--- config.mk ---
export PLATFORM = sky130hd
export DESIGN_NAME = alu_arbiter
export DESIGN_NICKNAME = d
export VERILOG_FILES = /design/src/rtl/alu_pkg.sv /design/src/rtl/alu_arbiter_alu.sv /design/src/rtl/alu_arbiter.sv
export SDC_FILE = /design/constraint.sdc
export NUM_CORES = 1
export LEC_CHECK = 0
export CORE_MARGIN = 2
export CORE_UTILIZATION = 44
export DETAILED_ROUTE_END_ITERATION = 6
export PLACE_DENSITY_LB_ADDON = 0.08
export SYNTH_ARGS = -nofsm -noshare
export SYNTH_HDL_FRONTEND = slang
export SYNTH_SLANG_ARGS = --single-unit
--- constraint.sdc ---
create_clock -name clk -period 5.7 [get_ports clk]
set_clock_uncertainty 0.05 [all_clocks]
set_input_delay 1.425 -clock clk [delete_from_list [all_inputs] [get_ports clk]]
set_output_delay 1.425 -clock clk [all_outputs]
set_load 0.01 [all_outputs]
--- src/rtl/alu_pkg.sv ---
// Shared types for the ALU and the two-requester ALU arbiter.
// Holds the data width, the ALU opcode encodings and the arbiter FSM states.
package alu_pkg;

    localparam int DATA_W = 32;

    typedef enum logic [3:0] {
        OP_AND = 4'b0000,
        OP_OR  = 4'b0001,
        OP_ADD = 4'b0010,
        OP_SUB = 4'b0110
    } alu_op_e;

    typedef enum logic {
        S_IDLE = 1'b0,
        S_RESP = 1'b1
    } arb_state_e;

endpackage

--- src/rtl/alu_arbiter_alu.sv ---
// alu: combinational AND/OR/ADD/SUB unit; unknown opcodes give 0.
// Ports: op (4b opcode), a/b (operands), result, zero (result == 0).
module alu
    import alu_pkg::*;
(
    input  logic [3:0]        op,
    input  logic [DATA_W-1:0] a,
    input  logic [DATA_W-1:0] b,
    output logic [DATA_W-1:0] result,
    output logic              zero
);

    always_comb begin
        result = '0;
        unique case (1'b1)
            (op == OP_AND): result = a & b;
            (op == OP_OR):  result = a | b;
            (op == OP_ADD): result = a + b;
            (op == OP_SUB): result = a - b;
            default:        result = '0;
        endcase
    end

    assign zero = (result == '0);

endmodule

--- src/rtl/alu_arbiter.sv ---
// alu_arbiter: round-robin share of one alu between two valid/ready requesters.
// Ports: clk, rst (sync, high), req0/req1 valid/ready/op/a/b, rsp valid/ready/id/result/zero.
module alu_arbiter
    import alu_pkg::*;
#(
    parameter int RR_RESET_PRIO = 0
) (
    input  logic              clk,
    input  logic              rst,
    input  logic              req0_valid,
    output logic              req0_ready,
    input  logic [3:0]        req0_op,
    input  logic [DATA_W-1:0] req0_a,
    input  logic [DATA_W-1:0] req0_b,
    input  logic              req1_valid,
    output logic              req1_ready,
    input  logic [3:0]        req1_op,
    input  logic [DATA_W-1:0] req1_a,
    input  logic [DATA_W-1:0] req1_b,
    output logic              rsp_valid,
    input  logic              rsp_ready,
    output logic              rsp_id,
    output logic [DATA_W-1:0] rsp_result,
    output logic              rsp_zero
);

    arb_state_e        state;
    arb_state_e        state_nx;
    logic              prio;
    logic              gnt0;
    logic              gnt1;
    logic              take;
    logic              take_id;
    logic [3:0]        op_q;
    logic [DATA_W-1:0] a_q;
    logic [DATA_W-1:0] b_q;
    logic              id_q;

    // Lone requester always wins; on a tie the pointer decides.
    assign gnt0 = req0_valid & (~req1_valid | ~prio);
    assign gnt1 = req1_valid & (~req0_valid |  prio);

    always_ff @(posedge clk) begin
        if (rst) state <= S_IDLE;
        else     state <= state_nx;
    end

    always_comb begin
        state_nx   = state;
        req0_ready = 1'b0;
        req1_ready = 1'b0;
        rsp_valid  = 1'b0;
        take       = 1'b0;
        take_id    = 1'b0;
        unique case (state)
            S_IDLE: begin
                if (!rst) begin
                    req0_ready = gnt0;
                    req1_ready = gnt1;
                    take       = gnt0 | gnt1;
                    take_id    = gnt1;
                end
                if (take) state_nx = S_RESP;
            end
            S_RESP: begin
                rsp_valid = 1'b1;
                if (rsp_ready) state_nx = S_IDLE;
            end
            default: state_nx = S_IDLE;
        endcase
    end

    // Pointer only moves on an actual transfer, so a requester
    // withdrawing before grant leaves the order untouched.
    always_ff @(posedge clk) begin
        if (rst) begin
            prio <= RR_RESET_PRIO[0];
            op_q <= '0;
            a_q  <= '0;
            b_q  <= '0;
            id_q <= 1'b0;
        end else if (take) begin
            prio <= ~take_id;
            op_q <= take_id ? req1_op : req0_op;
            a_q  <= take_id ? req1_a  : req0_a;
            b_q  <= take_id ? req1_b  : req0_b;
            id_q <= take_id;
        end
    end

    assign rsp_id = id_q;

    alu u_alu (
        .op     (op_q),
        .a      (a_q),
        .b      (b_q),
        .result (rsp_result),
        .zero   (rsp_zero)
    );

endmodule
Word level (Yosys, flattened, before mapping)

Cells that the tools add are included.

Register bits: 71
Output and inout port bits: 37
Word-level logic and storage cells: 40

Add/subtract/negate cells: 2
Equal/unequal tests: 3
Mux-type cells: 15
Bitwise logic cells: 12
Reductions and logical operators: 2

Operators by type and width:

| kind                 | number |
|---|---|
| $pmux W32 S4         | 1 |
| $mux W32             | 2 |
| $add A32 B32 Y32     | 1 |
| $and A32 B32 Y32     | 1 |
| $logic_not A32 Y1    | 1 |
| $or A32 B32 Y32      | 1 |
| $sub A32 B32 Y32     | 1 |
| $mux W1              | 10 |
| $not A1 Y1           | 5 |
| $eq A4 B1 Y1 const B | 1 |
| $eq A4 B2 Y1 const B | 1 |
| $eq A4 B3 Y1 const B | 1 |
| $logic_not A4 Y1     | 1 |
| $mux W4              | 1 |
| $or A1 B1 Y1         | 3 |
| $and A1 B1 Y1        | 2 |
| $pmux W1 S2          | 1 |

Longest topological paths before layout

Depth after elaboration: 8
Gate-level depth with buffers: 22
Depth with buffers taken out: 21

Hierarchy

Synthesis repeated with hierarchy kept, for this count alone.

Cell total of the unflattened synthesis: 927
Area total of the unflattened synthesis: 7024.2 µm²

Modules (own cells, without submodules):

| module      | instances | cells an instance | area each (µm²) |
|---|---|---|---|
| alu_arbiter | 1         | 429               | 3653.5 |
| alu         | 1         | 498               | 3370.7 |

Worst setup path after synthesis

OpenSTA, ideal clock, no wires.

Path type: register to output
From: register op_q[0]
To: output port rsp_zero
Arrival: 4.592 ns
Required time: 4.225 ns
Setup slack: -0.367 ns
Stages on the path, launching flop included: 20
Cell sequence: dfxtp_1 buf_2 nor3b_1 clkbuf_1 clkbuf_1 nand2_1 clkbuf_1 nand2_1 o21ai_0 fa_1 nor2b_1 o21a_1 o21a_1 o31ai_1 or4_1 or4_1 nor4_1 and4b_1 nand4b_1 nor4_2

Longest elaborated chain between the ends: 3

Ends and longest elaborated chain:

| what                                       | RTL line              | source |
|---|---|---|
| from (decl)                                | alu_arbiter.sv:34     | `logic [3:0] op_q;` |
| from (signal assigned)                     | alu_arbiter.sv:84     | `op_q <= take_id ? req1_op : req0_op;` |
| $eq A4 B3 Y1, or another cell as far along | alu_arbiter_alu.sv:19 | `(op == OP_SUB): result = a - b;` |
| $pmux W32 S4 *                             | alu_arbiter_alu.sv:15 | `unique case (1'b1)` |
| net rsp_result[4]                          | alu_arbiter.sv:23     | `output logic [DATA_W-1:0] rsp_result,` |
| $logic_not A32 Y1 *                        | alu_arbiter_alu.sv:24 | `assign zero = (result == '0);` |
| to (decl)                                  | alu_arbiter.sv:24     | `output logic rsp_zero` |

Mark *: on every way through the listed nets, which the timed path passes. The rest lies on a longest branch.

Final worst setup path

From: register b_q[2]
To: output port rsp_zero

Longest elaborated chain between the ends: 3

Ends and longest elaborated chain:

| what                                           | RTL line              | source |
|---|---|---|
| from (decl)                                    | alu_arbiter.sv:36     | `logic [DATA_W-1:0] b_q;` |
| from (signal assigned)                         | alu_arbiter.sv:86     | `b_q <= take_id ? req1_b : req0_b;` |
| $sub A32 B32 Y32, or another cell as far along | alu_arbiter_alu.sv:19 |  |
| $pmux W32 S4 *                                 | alu_arbiter_alu.sv:15 |  |
| $logic_not A32 Y1 *                            | alu_arbiter_alu.sv:24 |  |

Every way passes the cells marked *; elsewhere a longest branch is shown, timed or not.

==> out/metrics.csv <==
metric,value,unit
outcome,finished with violations,
violations in the final reports,setup timing,
Max VDD drop,237.8,uV
Iter 0 DRT Violations,516,
Hold Path Stages,2,
drt first pass iters,5,
dpl ws,-0.6850,ns
CTS H-tree lvls,3,
initial antenna violation count,0,
# setup viols final,6,
die area,14830,sq um
Final WS setup,-0.5543,ns
Storage cell area,1423,sq um
ys flop type,dfxtp_1,
CTS tree,yes,
most frequent cells in the layout,"197 x buf_4, 160 x clkdlybuf4s50_1, 109 x nand2_1",
leakage power,4.261,nW
Area Overhead vs Synth,67.20,%
Worst setup SP type,flip-flop,
"Seq/Total Area, Yosys",0.2329,
Ys Warns,0,
initial core utilization,0.4449,
Hold EP,rsp_id,
Power Dens Cells,238.1,nW/um^2
Antenna diodes,0,
via count,7497,
largest net degree at the start of global routing,72,
final period utilization,1.097,
Synth top area share,0.2329,
#FFs+latches synth,71,
WL per Instance,17.36,microns
Die X,121.8,microns
R2R depth,7,
Antenna Nets Post-Route,0,
"EDFF count, synth",0,
"area leader, netlist",dfxtp_1,
layout cell share with drive strength beyond 1,0.2808,
# rows,43,
syn nets,991,
Synth area leaders,"dfxtp_1 23%, a21oi_1 8.3%, nand2_1 7.0%",
R2R setup slack,3.21,ns
Crit path required time,4.22,ns
Max transition margin,0.2036,
vias in the first global route,7210,
Synth cell types,67,
clock root cell,clkbuf_16,
# DRC,0,
CTS Sinks,71,
# nets final,1332,
"most common cell after layout, fill and taps aside",buf_4,
GPL Wtd Cong,0.9653,
HP Start,rsp_id,
worst slew pin tran,1.192,ns
reg2reg start,state,
clk_lat worst skew,0.35,ns
"Avg Cell Area, Syn",7.489,sq um
final WL,23.28,mm
total congestion overflow,0,
crit path time final,6.254,ns
vias per cell,5.591,
core area,13720,sq um
Cells after Synth,815,
worst r2r dst,b_q[2],
Final Max Slew Viols,0,
clock edge transition at the registers on the reported setup and hold paths,0.06,ns
crit path capture type,primary output,
number of fill cells,1112,
Syn Std Cell Area,6103,sq um
WP data arrival,4.78,ns
final hold vios,0,
Multi-input gate area,4873,sq um
asr flop ratio synth,0,
Peak Freq,159.9,MHz
crit path kind,flip-flop to primary output,
total global-route track usage,0.3060,
"Power, Total",2.430,mW
Port-buffer cells,177,
max-cap viol count,0,
Die Y,121.8,microns
RSZ-0062 raised after global routing,true,
first-pass GRT wire length,35.78,mm
worst hold margin,0.4280,ns
final HPWL from detailed placement,17.32,mm
Clock Path Buffers,2,
Crit Path Max Fanout,4,
num ports,178,
Worst Hold Class,flip-flop to flip-flop,
hold_buf cts,0,
CTS buffer count,9,
[worst max-delay path, stage by stage, from the launching register on]
cell,delay [ns]
dfxtp_2,0.33
nor4_4,0.29
buf_4,0.17
nand4_1,0.15
or3_4,0.44
buf_4,0.16
o41ai_2,0.32
xor2_1,0.15
ha_1,0.39
buf_4,0.14
nand2_1,0.05
o21ai_1,0.22
nor2_1,0.09
o211ai_1,0.12
o211ai_1,0.25
xnor2_1,0.19
a22o_1,0.23
nor2_1,0.13
nand4b_1,0.16
nor4_4,0.28
buf_2,0.17
[stage by stage]
step	instances	util	area (sq um)	TNS [ns]
floorplan	815	-	6142	0
global placement	1303	0.6786	9310	-2.113
detailed placement	1303	0.6786	9310	-2.864
CTS	1330	0.7131	9783	-1.402
global route	1341	0.7438	10200	-3.376
finish	1341	0.7438	10200	-1.154
[worst max-delay path by stage]
stage	start	endpoint	slack (ns)	depth (start not counted)
2_1_floorplan	b_q[3]	rsp_zero	0.02	22
3_3_place_gp	b_q[2]	rsp_zero	-0.61	20
3_5_place_dp	b_q[2]	rsp_zero	-0.69	20
4_1_cts	b_q[2]	rsp_zero	-0.47	20
5_1_grt	b_q[2]	rsp_zero	-0.76	20
6_report	b_q[2]	rsp_zero	-0.55	20
[metal layers]
| metal | GRT usage | vias to the layer above | wire length [microns] |
|---|---|---|---|
| met4 | 0.07974 | 0 | 408 |
| li1 | - | 3698 | - |
| met3 | 0.06273 | 38 | 1500 |
| met2 | 0.4983 | 272 | 10810 |
| met5 | 0 | - | 0 |
| met1 | 0.4129 | 3489 | 10560 |
[final cells by class]
class                      count  area share
timing repair buffer         380      0.3244
clock buffer                  10     0.02244
sequential                    71      0.1394
inverter                      20    0.007357
clock inverter                 6    0.006743
tap                          180     0.02207
multi-input combinational    674      0.4776
[registers in the layout (all words and copies together), names as in the netlist]
signal / cells
a_q: 32
b_q: 32
op_q: 4
prio: 1
rsp_id: 1
state: 1
[repair_timing]
action                                  in CTS  in global routing
setup buffers                               11                 16
pin swaps                                   27                 54
endpoints found under the setup margin      20                 21
resized for setup                           66                102
[where the power goes]
part	total (mW)	internal, mW	switching [mW]
Sequential	0.569	0.532	0.0371
Combinational	1.28	0.663	0.618
Clock	0.581	0.342	0.239
Total	2.43	1.54	0.893
[logic make-up (layout without fill, tap and decap cells)]
family,Yosys count,count (layout),synth area share
compound gates,289,289,0.3057
xor+xnor,50,50,0.07298
fa+ha+maj,59,59,0.1123
buf+inv,70,416,0.04510
flops,71,71,0.2329
mux,23,23,0.03772
simple gates,253,253,0.1933
[synthesized netlist by cell type (all sizes together), types with 4 or more instances]
master / number
a211oi: 25
a21o: 10
a21oi: 103
a221oi: 5
a22o: 5
a22oi: 49
a31oi: 4
buf: 8
clkbuf: 42
dfxtp: 71
ha: 34
inv: 20
maj3: 24
mux2i: 23
nand2: 114
nand2b: 4
nand3: 12
nand4: 6
nand4b: 4
nor2: 61
nor3: 20
nor3b: 4
nor4: 7
o211ai: 9
o21ai: 45
o21bai: 5
o31ai: 10
or4: 5
xnor2: 25
xor2: 25
(Power assumes the default switching activity.)
